[src/rtl/hdmi_data_island_decoder.sv]
// HDMI data-island receiver: rebuilds 32-cycle packets from TERC4 nibbles, checks BCH
// parity, and extracts ACR (N/CTS) and audio-sample payloads.
module hdmi_data_island_decoder #(
    parameter int DROP_BAD_AUDIO = 1,
    parameter int CHECK_FRAMING  = 1
) (
    input  logic        i_pixclk,
    input  logic        i_reset_n,
    input  logic [3:0]  i_d0,
    input  logic [3:0]  i_d1,
    input  logic [3:0]  i_d2,
    input  logic        i_data,
    output logic [23:0] o_hdr,
    output logic [55:0] o_sub0,
    output logic [55:0] o_sub1,
    output logic [55:0] o_sub2,
    output logic [55:0] o_sub3,
    output logic        o_hdr_err,
    output logic [3:0]  o_sub_err,
    output logic        o_pkt_valid,
    output logic        o_frame_err,
    output logic [19:0] o_cts,
    output logic [19:0] o_n,
    output logic        o_acr_valid,
    output logic [15:0] o_audio_l,
    output logic [15:0] o_audio_r,
    output logic        o_audio_valid,
    output logic        o_hsync,
    output logic        o_vsync
);

    logic [4:0]       cnt;
    logic             data_q;
    logic             first;
    logic             gbad;
    logic             hbad;
    logic [7:0]       hcode;
    logic [3:0][7:0]  scode;
    logic [3:0]       sbad;
    logic [23:0]      hdr_sh;
    logic [3:0][55:0] sub_sh;
    logic [3:0][55:0] sub_q;
    logic [3:0]       amask;

    logic             rise;
    logic             cur_first;
    logic             gexp;
    logic             gbad_n;
    logic             hbad_n;
    logic [7:0]       hcode_n;
    logic [3:0][7:0]  scode_n;
    logic [3:0]       sbad_n;
    logic [23:0]      hdr_sh_n;
    logic [3:0][55:0] sub_sh_n;
    logic             pkt_done;
    logic             pkt_ok;
    logic [3:0]       drop_mask;
    logic [1:0]       aidx;

    assign o_sub0 = sub_q[0];
    assign o_sub1 = sub_q[1];
    assign o_sub2 = sub_q[2];
    assign o_sub3 = sub_q[3];

    function automatic logic [7:0] bch_step(input logic [7:0] c, input logic b);
        return {c[6:0], 1'b0} ^ ((c[7] ^ b) ? 8'hC1 : 8'h00);
    endfunction

    always_comb begin
        rise      = i_data & ~data_q;
        cur_first = rise | first;
        gexp      = ~(cur_first && cnt == 5'd0);
        gbad_n    = ((cnt == 5'd0) ? 1'b0 : gbad) | (i_d0[3] != gexp);

        // Header: 24 data bits feed the LFSR, then 8 parity bits are checked MSB-first.
        hcode_n  = (cnt == 5'd0) ? 8'h00 : hcode;
        hbad_n   = (cnt == 5'd0) ? 1'b0 : hbad;
        hdr_sh_n = hdr_sh;
        if (cnt < 5'd24) begin
            hcode_n  = bch_step(hcode_n, i_d0[2]);
            hdr_sh_n = {i_d0[2], hdr_sh[23:1]};
        end else begin
            hbad_n  = hbad_n | (i_d0[2] != hcode_n[7]);
            hcode_n = {hcode_n[6:0], 1'b0};
        end

        for (int k = 0; k < 4; k++) begin
            scode_n[k]  = (cnt == 5'd0) ? 8'h00 : scode[k];
            sbad_n[k]   = (cnt == 5'd0) ? 1'b0 : sbad[k];
            sub_sh_n[k] = sub_sh[k];
            if (cnt < 5'd28) begin
                scode_n[k]  = bch_step(bch_step(scode_n[k], i_d1[k]), i_d2[k]);
                sub_sh_n[k] = {i_d2[k], i_d1[k], sub_sh[k][55:2]};
            end else begin
                sbad_n[k]  = sbad_n[k] | (i_d1[k] != scode_n[k][7]) | (i_d2[k] != scode_n[k][6]);
                scode_n[k] = {scode_n[k][5:0], 2'b00};
            end
        end

        pkt_done  = i_data && (cnt == 5'd31);
        pkt_ok    = !((CHECK_FRAMING != 0) && gbad_n);
        drop_mask = (DROP_BAD_AUDIO != 0) ? sbad_n : 4'b0000;

        aidx = 2'd0;
        for (int k = 3; k >= 0; k--) begin
            if (amask[k]) aidx = 2'(k);
        end
    end

    always_ff @(posedge i_pixclk or negedge i_reset_n) begin
        if (!i_reset_n) begin
            cnt           <= '0;
            data_q        <= 1'b0;
            first         <= 1'b0;
            gbad          <= 1'b0;
            hbad          <= 1'b0;
            hcode         <= '0;
            scode         <= '0;
            sbad          <= '0;
            hdr_sh        <= '0;
            sub_sh        <= '0;
            sub_q         <= '0;
            amask         <= '0;
            o_hdr         <= '0;
            o_hdr_err     <= 1'b0;
            o_sub_err     <= '0;
            o_pkt_valid   <= 1'b0;
            o_frame_err   <= 1'b0;
            o_cts         <= '0;
            o_n           <= '0;
            o_acr_valid   <= 1'b0;
            o_audio_l     <= '0;
            o_audio_r     <= '0;
            o_audio_valid <= 1'b0;
            o_hsync       <= 1'b0;
            o_vsync       <= 1'b0;
        end else begin
            data_q        <= i_data;
            o_pkt_valid   <= 1'b0;
            o_frame_err   <= 1'b0;
            o_acr_valid   <= 1'b0;
            o_audio_valid <= 1'b0;

            if (i_data) begin
                cnt     <= cnt + 5'd1;
                first   <= (cnt == 5'd31) ? 1'b0 : cur_first;
                gbad    <= gbad_n;
                hbad    <= hbad_n;
                hcode   <= hcode_n;
                scode   <= scode_n;
                sbad    <= sbad_n;
                hdr_sh  <= hdr_sh_n;
                sub_sh  <= sub_sh_n;
                o_hsync <= i_d0[0];
                o_vsync <= i_d0[1];
            end else if (data_q && cnt != 5'd0) begin
                // Island ended mid-packet: drop the partial packet.
                o_frame_err <= 1'b1;
                cnt         <= '0;
            end

            if (pkt_done) begin
                if (pkt_ok) begin
                    o_pkt_valid <= 1'b1;
                    o_hdr       <= hdr_sh_n;
                    sub_q       <= sub_sh_n;
                    o_hdr_err   <= hbad_n;
                    o_sub_err   <= sbad_n;
                    if (!hbad_n && hdr_sh_n[7:0] == 8'h01) begin
                        o_cts       <= {sub_sh_n[0][11:8], sub_sh_n[0][23:16], sub_sh_n[0][31:24]};
                        o_n         <= {sub_sh_n[0][35:32], sub_sh_n[0][47:40], sub_sh_n[0][55:48]};
                        o_acr_valid <= 1'b1;
                    end
                    if (!hbad_n && hdr_sh_n[7:0] == 8'h02)
                        amask <= hdr_sh_n[11:8] & ~drop_mask;
                end else begin
                    o_frame_err <= 1'b1;
                end
            end else if (amask != 4'b0000) begin
                // One present sample per cycle, lowest subpacket first.
                o_audio_l     <= sub_q[aidx][23:8];
                o_audio_r     <= sub_q[aidx][47:32];
                o_audio_valid <= 1'b1;
                amask[aidx]   <= 1'b0;
            end
        end
    end

endmodule

[config.mk]
export PLATFORM = sky130hd
export DESIGN_NAME = hdmi_data_island_decoder
export DESIGN_NICKNAME = d
export VERILOG_FILES = /design/src/rtl/hdmi_data_island_decoder.sv
export SDC_FILE = /design/constraint.sdc
export NUM_CORES = 1
export LEC_CHECK = 0
export BUFFER_PORTS_ARGS = -buffer_cell sky130_fd_sc_hd__buf_2
export CAP_MARGIN = 20
export CORE_UTILIZATION = 45
export CTS_CLUSTER_SIZE = 16
export DETAILED_ROUTE_END_ITERATION = 8
export PLACE_DENSITY_LB_ADDON = 0.12
export RECOVER_POWER = 25
export SETUP_SLACK_MARGIN = 0.3
export SYNTH_ARGS = -nofsm -noshare
export SYNTH_HDL_FRONTEND = slang
export SYNTH_SLANG_ARGS = --single-unit
[constraint.sdc]
create_clock -name i_pixclk -period 3.7 [get_ports i_pixclk]
set_clock_uncertainty 0.05 [all_clocks]
set_input_delay 0.185 -clock i_pixclk [delete_from_list [all_inputs] [get_ports i_pixclk]]
set_output_delay 0.185 -clock i_pixclk [all_outputs]
set_load 0.1 [all_outputs]
==> results of run 1 <==
## worst register-to-register path: cells and delay by family, from the launching register on
family / cells / cell delay [ns]
buf+inv: 2 / 0.59
simple gates: 2 / 1.13
flops: 1 / 0.42
fa+ha+maj: 1 / 0.18
compound gates: 1 / 0.29
mux: 1 / 0.44
## worst max path at each step
stage	from	end	cells past startpoint
2_1_floorplan	cnt[0]	o_cts[0]	8
3_3_place_gp	cnt[0]	o_n[19]	7
3_5_place_dp	cnt[0]	o_n[19]	7
4_1_cts	cnt[0]	o_hdr[20]	7
5_1_grt	i_reset_n	o_hdr[20]	3
6_report	cnt[0]	o_sub0[50]	7
## metrics by stage
stage,hold slack (ns),utilization
after global placement,0.215,0.502
after floorplan,-0.161,-
after CTS,0.187,0.542
final,0.256,0.541
after global routing,0.289,0.541
after detailed placement,0.222,0.502
## power groups by stage
stage / Sequential (mW) / Clock (mW) / Combinational [mW]
after floorplan: 9.31 / 0 / 2.65
after global placement: 9.76 / 0 / 3.31
after detailed placement: 9.84 / 0 / 3.41
after CTS: 9.72 / 7.19 / 3.44
after global routing: 9.96 / 7.47 / 3.85
final: 9.73 / 6.99 / 3.39
## state kept, by name, summed over array words and instances (netlist names), 4 cells and up
register / cells
cnt: 5
o_n: 20
o_hdr: 24
o_sub0: 56
sbad: 4
o_audio_r: 16
o_sub3: 56
hdr_sh: 24
o_sub1: 56
o_sub2: 56
o_audio_l: 16
hcode: 8
amask: 4
o_sub_err: 4
scode: 32
sub_sh: 224
o_cts: 20
## layout by cell type, fill, tap and decap left out, drive strengths merged, types with 6 or more instances in the layout
| cell type | instances |
|---|---|
| nand2 | 717 |
| dfrtp | 636 |
| mux2 | 596 |
| buf | 382 |
| clkbuf | 112 |
| mux4 | 32 |
| o21ai | 25 |
| o2bb2ai | 22 |
| nor2 | 20 |
| a21oi | 20 |
| inv | 19 |
| dlygate4sd3 | 13 |
| o211ai | 10 |
| a21o | 10 |
| clkinv | 10 |
| mux2i | 9 |
| nor3b | 8 |
| a21boi | 7 |
| a31oi | 6 |
## final cells by class
type / count / area (um2) / area share
antenna: 1 / 2.50 / 0.0000746
timing repair buffer: 401 / 2410 / 0.0718
sequential: 636 / 15900 / 0.475
tap: 837 / 1050 / 0.0312
inverter: 14 / 52.6 / 0.00157
clock buffer: 106 / 2160 / 0.0645
clock inverter: 21 / 164 / 0.00489
multi-input combinational: 1552 / 11800 / 0.351
## timing repair
item / CTS / global route
buffers inserted: 0 / 0
hold buffers: 13 / 0
endpoints found under the hold margin: 97 / 0
## metal layers
layer  share of wire  vias to the layer above
met5               0                        -
met2            0.46                      391
met1            0.48                     9677
met3           0.047                       74
li1                -                     8699
met4           0.016                        0
## kinds of logic after synthesis
kind of cell,share of synthesized area
multiplexers,0.271
AO/OA/AOI/OAI,0.0315
XOR/XNOR,0.00124
AND/OR/NAND/NOR,0.108
buffers and inverters,0.0246
flip-flops,0.562
adder cells (fa/ha/maj),0.00133
## synthesized netlist by cell type (2+ instances only)
master	n
nor4bb_1	2
a21o_1	10
nor3_1	5
o211ai_1	10
buf_4	7
buf_6	5
o22ai_1	2
ha_1	3
nand3b_1	3
a21boi_0	7
a32oi_1	2
o2bb2ai_1	22
buf_2	23
nor2b_1	3
nor2_1	20
nor3b_1	8
o21ai_0	25
mux2_2	556
nor4_1	2
and2_1	4
xnor2_1	3
nand4_1	2
a21oi_1	20
nand3_1	3
a211oi_1	4
and3_1	3
a211o_1	4
inv_1	13
mux4_2	32
buf_1	6
o31ai_1	2
mux2_4	39
or3_1	5
nand2_1	717
a31oi_1	6
dfrtp_1	636
clkbuf_1	106
mux2i_1	9
==> metrics.md, run 1 <==
| Metric | Value |
|---|---|
| Result of the run | finished, violations left |
| Violated checks | max-capacitance violations, max-slew violations |
| Detailed placer's ending HPWL | 46,700 um |
| Vias in the first global route | 18,557 |
| Signal arrival time at the worst endpoint | 3.64 ns |
| Clock network power share | 0.348 |
| Final net count | 2,694 |
| R2R Setup Slk | 0.48 ns |
| Tightest Pin Transition | 2.43 ns |
| Net switching component of the power | 5.95 mW |
| Top-level I/O count | 346 |
| Gates resized, CTS repair | 0 |
| Via-per-instance ratio | 5.28 |
| Global-route wire length before repair | 112,000 um |
| Syn-to-layout area delta | 18.4% |
| Number of clock sinks | 636 |
| H-tree depth | 3 |
| Distinct cell type count after synthesis | 58 |
| Setup repair after global routing missed its margin | false |
| CTS Buffer Depth | 3 |
| Starting density of the core | 0.457 |
| Required time at the endpoint of the critical path | 4.12 ns |
| Total power density per cell area | 600 nW/um2 |
| Worst voltage drop across the vdd grid | 284 uV |
| GR Util met2 | 0.344 |
| Die X-Extent | 253 um |
| Class of the most critical setup path | register to register |
| Critical path launch point type | register |
| Worst slew margin relative to its limit | -0.620 |
| Final hold violation count | 0 |
| Number of warnings issued by yosys | 0 |
| Reg2Reg Capture Point | o_sub0[50] |
| Post-layout worst setup margin | 0.478 ns |
| Number of DRC violations after detailed-routing iteration 0 | 1,460 |
| GRT busiest layer | met2 |
| Share of power burned in registers | 0.484 |
| Critical-path maximum fanout | 39 |
| Clock transition at the registers of the reported paths | 0.06 ns |
| Final std cells w/o fill | 3,568 |
| Post-synthesis register bit count | 636 |
| Met1 track utilization from global routing | 0.336 |
| Summed instance area of the synthesized netlist | 28,300 um2 |
| Initial antenna violation count | 0 |
| Biggest area consumer among synthesized cells | dfrtp_1 |
| Mean post-synth cell area | 12.1 um2 |
| Placed inst area | 31,100 um2 |
| Relative contribution of combinational cells to total power | 0.169 |
| Share of synthesized area occupied by flip-flops and latches | 0.562 |
| GPL Wtd Cong | 0.803 |
| Leading post-synthesis cells by cell area | dfrtp_1, mux2_2, nand2_1 |
| DIE HEIGHT | 253 um |
| Buffer type at the clock tree root | clkbuf_16 |
| Proportion of layout cells with a drive suffix above 1 | 0.418 |
| Via count | 18,841 |
| Share of flip-flops with an asynchronous set or reset | 1.00 |
| Post-route cell area | 33,500 um2 |
| Final routed wirelength across all metal layers | 71,500 um |
| Number of cells on the worst reg-to-reg path | 7 |
| Overflow left after global routing | 0 |
| Area share of the leading cell type in the synthesized netlist | 0.562 |
| Routed WL per cell | 20.0 um |
| Count of standard-cell rows | 91 |
| Capture endpoint of the worst hold path | gbad |
| Proportion of total power due to net switching | 0.296 |
| Count of cells along the worst hold path | 4 |
| Pre-CTS setup slack | 0.528 ns |
| Fin crit share | 0.871 |
| GRT Total Usage | 0.227 |
| Router iterations before antenna repair | 5 |
| Clock tree from TritonCTS | yes |
| Floorplan Core Area | 61,900 um2 |
| Flip-flop cell with the highest count after synthesis | dfrtp_1 |
| Met3 GRT Util | 0.0398 |
| Hold Path Origin | i_d0[3] |
| Delay of the slowest cell on the worst path | 0.59 ns |
| IO Port Bufs | 345 |
| Number of maximum-capacitance constraint violations | 1 |
| Maximum number of pins on one net before global-route repair | 132 |
| Path category of the worst min-delay check | primary input to register |
| Post-placement cell count | 3,427 |
| Time the final worst path needs with I/O delays and setup | 3.22 ns |
| Net count of the mapped netlist | 2,367 |
| Filler cells | 5,405 |
| Type of destination of the critical path | register |
| Max Clk Rate | 310 MHz |
| Remaining routing DRC violations | 0 |
| Total negative setup slack | 0 ns |
| Count of nets left with antenna violations after detail routing | 0 |
| Leakage power | 17.3 nW |
| Post-synth EDFFs | 0 |
| Master of the slowest instance on the critical path | or4b_4 |
| Area enclosed by the die boundary | 63,900 um2 |
| R2r startpoint | cnt[0] |
| Cell breakdown of the critical path | inv_1 > ha_1 > or4b_4 > or3_1 > a21oi_4 > buf_4 > mux2_2 |
| Mapped Cells | 2,349 |
| Insertion delay of the later-clocked pin in the worst-skew pair | 0.60 ns |
| Max Slew Vio Count | 80 |
| Post-layout total power | 20.1 mW |
| CP delay by family, top | simple AND/OR/NAND/NOR gates |
| Inserted Clock Buffers | 71 |
| Final setup violation count | 0 |
| Buf+Inv Stages, Crit Path | 2 |
| Pint | 14.2 mW |
Note: power is estimated with default switching activity, not from simulation.
==> inputs of run 2 (changes only) <==
Settings changed: CTS_BUF_LIST set to sky130_fd_sc_hd__clkbuf_2 sky130_fd_sc_hd__clkbuf_4 sky130_fd_sc_hd__clkbuf_8.
==> metrics.md, run 2 (synthesis gave the netlist of run 1 again) <==
| Metric | Value |
|---|---|
| Proportion of layout cells with a drive suffix above 1 | 0.437 (was 0.418) |
| Insertion delay of the later-clocked pin in the worst-skew pair | 0.70 ns (was 0.60 ns) |
| Max Clk Rate | 309 MHz (was 310 MHz) |
| Number of DRC violations after detailed-routing iteration 0 | 1,261 (was 1,460) |
| Post-layout worst setup margin | 0.462 ns (was 0.478 ns) |
| Number of maximum-capacitance constraint violations | 2 (was 1) |
| Leakage power | 17.5 nW (was 17.3 nW) |
| Area enclosed by the die boundary | 63,900 um2 (unchanged) |
| Critical-path maximum fanout | 41 (was 39) |
| DIE HEIGHT | 253 um (unchanged) |
| Tightest Pin Transition | 2.48 ns (was 2.43 ns) |
| Die X-Extent | 253 um (unchanged) |
| Final hold violation count | 0 (unchanged) |
| Violated checks | max-capacitance violations, max-slew violations (unchanged) |
| Maximum number of pins on one net before global-route repair | 132 (unchanged) |
| Starting density of the core | 0.457 (unchanged) |
| Number of cells on the worst reg-to-reg path | 7 (unchanged) |
| WHS | 0.159 ns (was 0.256 ns) |
| Required time at the endpoint of the critical path | 4.20 ns (was 4.12 ns) |
| GRT Total Usage | 0.228 (was 0.227) |
| R2R Setup Slk | 0.46 ns (was 0.48 ns) |
| Count of cells along the worst hold path | 4 (unchanged) |
| Floorplan Core Area | 61,900 um2 (unchanged) |
| Final routed wirelength across all metal layers | 71,800 um (was 71,500 um) |
| Hold buffer count at CTS | 13 (unchanged) |
| Worst slew margin relative to its limit | -0.651 (was -0.620) |
| Worst voltage drop across the vdd grid | 285 uV (was 284 uV) |
| Via count | 18,985 (was 18,841) |
| Total negative setup slack | 0 ns (unchanged) |
| Critical path launch point type | register (unchanged) |
| Count of nets left with antenna violations after detail routing | 0 (unchanged) |
| Max FFs per register | 224 (unchanged) |
| Final setup violation count | 0 (unchanged) |
| Inserted Clock Buffers | 110 (was 71) |
| H-tree depth | 3 (unchanged) |
| Commonest cells after routing, fill and taps aside | nand2_1, dfrtp_1, mux2_2, buf_2, clkbuf_8 (was nand2_1, dfrtp_1, mux2_2, buf_2, clkbuf_16) |
| Routed WL per cell | 19.7 um (was 20.0 um) |
| Overflow left after global routing | 0 (unchanged) |
| Buffer type at the clock tree root | clkbuf_8 (was clkbuf_16) |
| Type of destination of the critical path | register (unchanged) |
| Pre-CTS setup slack | 0.528 ns (unchanged) |
| Router iterations before antenna repair | 6 (was 5) |
| Time the final worst path needs with I/O delays and setup | 3.24 ns (was 3.22 ns) |
| Number of clock sinks | 636 (unchanged) |
| Top-level I/O count | 346 (unchanged) |
| Reg2Reg Capture Point | o_cts[2] (was o_sub0[50]) |
| Via-per-instance ratio | 5.21 (was 5.28) |
| Result of the run | finished, violations left (unchanged) |
| Hold Path Origin | i_d0[3] (unchanged) |
| GPL Wtd Cong | 0.803 (unchanged) |
| Detailed placer's ending HPWL | 46,700 um (unchanged) |
| Max Slew Vio Count | 112 (was 80) |
| Post-layout utilization of the core | 0.543 (was 0.541) |
| IO Port Bufs | 345 (unchanged) |
| Capture endpoint of the worst hold path | gbad (unchanged) |
| CTS Buffer Depth | 3 (unchanged) |
| Vias in the first global route | 18,922 (was 18,557) |
| Path category of the worst min-delay check | primary input to register (unchanged) |
| Syn-to-layout area delta | 18.9% (was 18.4%) |
| R2r startpoint | cnt[0] (unchanged) |
| Count of standard-cell rows | 91 (unchanged) |
| Total power density per cell area | 597 nW/um2 (was 600 nW/um2) |
| Signal arrival time at the worst endpoint | 3.73 ns (was 3.64 ns) |
| Remaining routing DRC violations | 0 (unchanged) |
| Fin crit share | 0.875 (was 0.871) |
| Clock transition at the registers of the reported paths | 0.07 ns (was 0.06 ns) |
| Setup repair after global routing missed its margin | false (unchanged) |
| Class of the most critical setup path | register to register (unchanged) |
| Clock tree from TritonCTS | yes (unchanged) |
| Final net count | 2,733 (was 2,694) |
| Most common cell after layout, fill and taps aside | nand2_1 (unchanged) |
| Initial antenna violation count | 1 (was 0) |
| Total setup buffers inserted after CTS | 0 (unchanged) |
| Gates resized, CTS repair | 0 (unchanged) |
| Filler cells | 5,427 (was 5,405) |
| Global-route wire length before repair | 113,000 um (was 112,000 um) |
| Worst Setup SP | cnt[0] (unchanged) |
| Reg with most FFs | sub_sh (unchanged) |
## run 2: changes by cell type in the layout (fill, tap and decap cells not counted), sizes merged
cell,change
diode,+2
inv,-3
bufinv,+3
clkinvlp,-2
buf,-1
clkinv,+11
clkbuf,+66
## run 2: stage by stage
stage | cell area (um2) | cells | total power, mW
final | 33700 | 3644 | 20.1
after global routing | 33700 | 3642 | 21.3
after CTS | 33700 | 3641 | 20.3
after detailed placement | 31100 | 3427 | 13.3
after global placement | 31100 | 3427 | 13.1
after floorplan | 28300 | 2349 | 12.0
## run 2: power breakdown
| part | total, mW | internal [mW] | switching (mW) |
|---|---|---|---|
| Combinational | 3.40 | 1.74 | 1.66 |
| Clock | 6.96 | 4.03 | 2.92 |
| Sequential | 9.73 | 8.31 | 1.42 |
## run 2: final cells by class
cell class	count	area, um2	share of cell area
tap	837	1050	0.0311
antenna	3	7.51	0.000223
multi-input combinational	1552	11800	0.350
timing repair buffer	401	2410	0.0716
sequential	636	15900	0.473
clock buffer	171	2180	0.0649
inverter	14	52.6	0.00156
clock inverter	30	265	0.00788
## run 2: worst max-delay path by stage
stage / to / slack [ns] / cells past startpoint
5_1_grt: scode[4] / 0.22 / 3
2_1_floorplan: o_cts[0] / 0.92 / 8
3_3_place_gp: o_n[19] / 0.60 / 7
4_1_cts: o_sub3[4] / 0.49 / 7
6_report: o_cts[2] / 0.46 / 7
3_5_place_dp: o_n[19] / 0.53 / 7
## run 2: critical path, stage by stage (launching register included)
cell	delay (ns)
dfrtp_1	0.42
inv_1	0.11
ha_1	0.19
or4b_4	0.59
or3_1	0.54
a2111oi_4	0.44
buf_12	0.35
mux2_4	0.34
## run 2: routing by layer
metal | up-vias | track usage | wire length (um)
li1 | 8792 | - | -
met1 | 9701 | 0.333 | 34500
met2 | 419 | 0.345 | 32700
met3 | 73 | 0.0440 | 3530
met4 | 0 | 0.0620 | 1140
met5 | - | 0 | 0
==> inputs of run 3 (changes only) <==
Settings changed: CTS_CLUSTER_SIZE 16 to unset, SETUP_SLACK_MARGIN 0.3 to 0.5.
==> metrics.md, run 3 (synthesis gave the netlist of run 1 again) <==
| Metric | Value |
|---|---|
| Required time at the endpoint of the critical path | 4.20 ns (about the same) |
| Starting density of the core | 0.457 (unchanged) |
| Count of standard-cell rows | 91 (unchanged) |
| Total negative setup slack | 0 ns (unchanged) |
| Combined area of the multi-input logic cells | 11,800 um2 (about the same) |
| Type of destination of the critical path | register (unchanged) |
| Global-route wire length before repair | 113,000 um (about the same) |
| Number of clock sinks | 636 (unchanged) |
| Maximum number of pins on one net before global-route repair | 132 (unchanged) |
| Total power density per cell area | 595 nW/um2 (was 597 nW/um2) |
| Worst voltage drop across the vdd grid | 285 uV (about the same) |
| DIE HEIGHT | 253 um (unchanged) |
| Path category of the worst min-delay check | primary input to register (unchanged) |
| Post-layout worst setup margin | 0.606 ns (was 0.462 ns) |
| Buffer type at the clock tree root | clkbuf_8 (unchanged) |
| Insertion delay of the later-clocked pin in the worst-skew pair | 0.69 ns (was 0.70 ns) |
| Number of DRC violations after detailed-routing iteration 0 | 1,293 (was 1,261) |
| Register Area | 15,900 um2 (unchanged) |
| Overflow left after global routing | 0 (unchanged) |
| Vias in the first global route | 18,888 (was 18,922) |
| Floorplan Core Area | 61,900 um2 (unchanged) |
| GRT Total Usage | 0.228 (about the same) |
| Max Slew Vio Count | 113 (was 112) |
| Proportion of layout cells with a drive suffix above 1 | 0.439 (was 0.437) |
| IO Port Bufs | 345 (unchanged) |
| Die X-Extent | 253 um (unchanged) |
| Violated checks | max-capacitance violations, max-slew violations (unchanged) |
| Time the final worst path needs with I/O delays and setup | 3.09 ns (was 3.24 ns) |
| Initial antenna violation count | 2 (was 1) |
| Tightest Pin Transition | 2.47 ns (was 2.48 ns) |
| Fin crit share | 0.836 (was 0.875) |
| Most common cell after layout, fill and taps aside | nand2_1 (unchanged) |
| Leakage power | 17.5 nW (about the same) |
| Reg with most FFs | sub_sh (unchanged) |
| Critical path launch point type | register (unchanged) |
| Class of the most critical setup path | register to register (unchanged) |
| Worst slew margin relative to its limit | -0.648 (was -0.651) |
| CTS Buffer Depth | 3 (unchanged) |
| Clock tree from TritonCTS | yes (unchanged) |
| GPL Wtd Cong | 0.803 (unchanged) |
| Detailed placer's ending HPWL | 46,700 um (unchanged) |
| Via count | 19,091 (was 18,985) |
| H-tree depth | 3 (unchanged) |
| Router iterations before antenna repair | 4 (was 6) |
| Top-level I/O count | 346 (unchanged) |
| WHS | 0.218 ns (was 0.159 ns) |
| Inserted Clock Buffers | 109 (was 110) |
| Signal arrival time at the worst endpoint | 3.60 ns (was 3.73 ns) |
| Commonest cells after routing, fill and taps aside | nand2_1, dfrtp_1, mux2_2, buf_2, clkbuf_8 (unchanged) |
| Max FFs per register | 224 (unchanged) |
| Setup repair after global routing missed its margin | true (was false) |
| Via-per-instance ratio | 5.23 (was 5.21) |
| Final setup violation count | 0 (unchanged) |
| Routed WL per cell | 19.8 um (was 19.7 um) |
| Syn-to-layout area delta | 19.2% (was 18.9%) |
| Final net count | 2,742 (was 2,733) |
| Max Clk Rate | 323 MHz (was 309 MHz) |
| Filler cells | 5,424 (was 5,427) |
| Master of the slowest instance on the critical path | or4b_4 (unchanged) |
| Area enclosed by the die boundary | 63,900 um2 (unchanged) |
| Final routed wirelength across all metal layers | 72,400 um (was 71,800 um) |
| Final hold violation count | 0 (unchanged) |
| Cell breakdown of the critical path | inv_1 > ha_1 > or4b_4 > or3_4 > a2111oi_4 > bufbuf_16 > mux2_4 (was inv_1 > ha_1 > or4b_4 > or3_1 > a2111oi_4 > buf_12 > mux2_4) |
| Number of maximum-capacitance constraint violations | 2 (unchanged) |
| Critical-path maximum fanout | 20 (was 41) |
| Result of the run | finished, violations left (unchanged) |
| Pre-CTS setup slack | 0.528 ns (unchanged) |
| Remaining routing DRC violations | 0 (unchanged) |
| Count of nets left with antenna violations after detail routing | 0 (unchanged) |
| Clock transition at the registers of the reported paths | 0.06 ns (was 0.07 ns) |
| Delay of the slowest cell on the worst path | 0.54 ns (was 0.59 ns) |
run 3: cell types whose count changed in the layout (fill, tap and decap cells not counted), sizes merged:
cell         before  now
buf             381  388
clkinv           21   18
bufbuf            0    1
bufinv            4    3
clkbuf          178  179
clkinvlp          3    4
diode             3    2
dlygate4sd3      13   14
or4b              1    2
run 3: timing repair:
action,in CTS,in global routing
gates resized for setup,2,1
hold buffers,14,0
buffers inserted,1,6
endpoints found under the setup margin,6,163
hold endpoints to repair,143,0
pin swaps,0,2
cloned,1,1
run 3: cell type report:
type	count	area share
flip-flops and latches	636	0.472
multi-input cells	1553	0.350
repair buffers	410	0.0744
clock buffers	172	0.0650
well taps	837	0.0310
clock inverters	27	0.00675
inverters	14	0.00156
diodes	2	0.000148
run 3: per-layer routing:
layer / vias up / share of wire / global-route usage
li1: 8809 / - / -
met1: 9758 / 0.48 / 0.334
met2: 450 / 0.45 / 0.347
met3: 74 / 0.052 / 0.0442
met4: 0 / 0.016 / 0.0594
met5: - / 0 / 0
run 3: worst paths after layout:
path	slack, ns	startpoint	cells past startpoint	end
min in group asynchronous	0.72	i_reset_n	2	sub_sh[56]
worst max register to register	0.61	cnt[0]	7	o_n[7]
worst min-delay path	0.22	i_d0[0]	3	o_hsync
max in group asynchronous	0.85	i_reset_n	3	o_cts[1]
worst min register to register	0.43	scode[25]	1	scode[25]
worst max-delay path	0.61	cnt[0]	7	o_n[7]
run 3: where the power goes:
part           leakage (nW)  internal (mW)  switching (mW)
Clock                  1.29           3.97            2.91
Sequential             8.36           8.31            1.43
Combinational          7.88           1.79            1.68
Total                  17.5           14.1            6.01
run 3: stage by stage:
stage               utilization  instance area (um2)  instances  power (mW)
finish                    0.545                33700       3651        20.1
global route              0.545                33700       3650        21.3
CTS                       0.544                33700       3642        20.2
detailed placement        0.502                31100       3427        13.3
global placement          0.502                31100       3427        13.1
floorplan                     -                28300       2349        12.0
run 3: worst max-delay path: cells and delay by family, from the launching register on:
family	cells	cell delay, ns
and+or+nand+nor	2	0.99
buffers and inverters	2	0.54
DFF	1	0.42
AOI/OAI and AO/OA	1	0.42
muxes	1	0.31
adders and majority gates	1	0.21
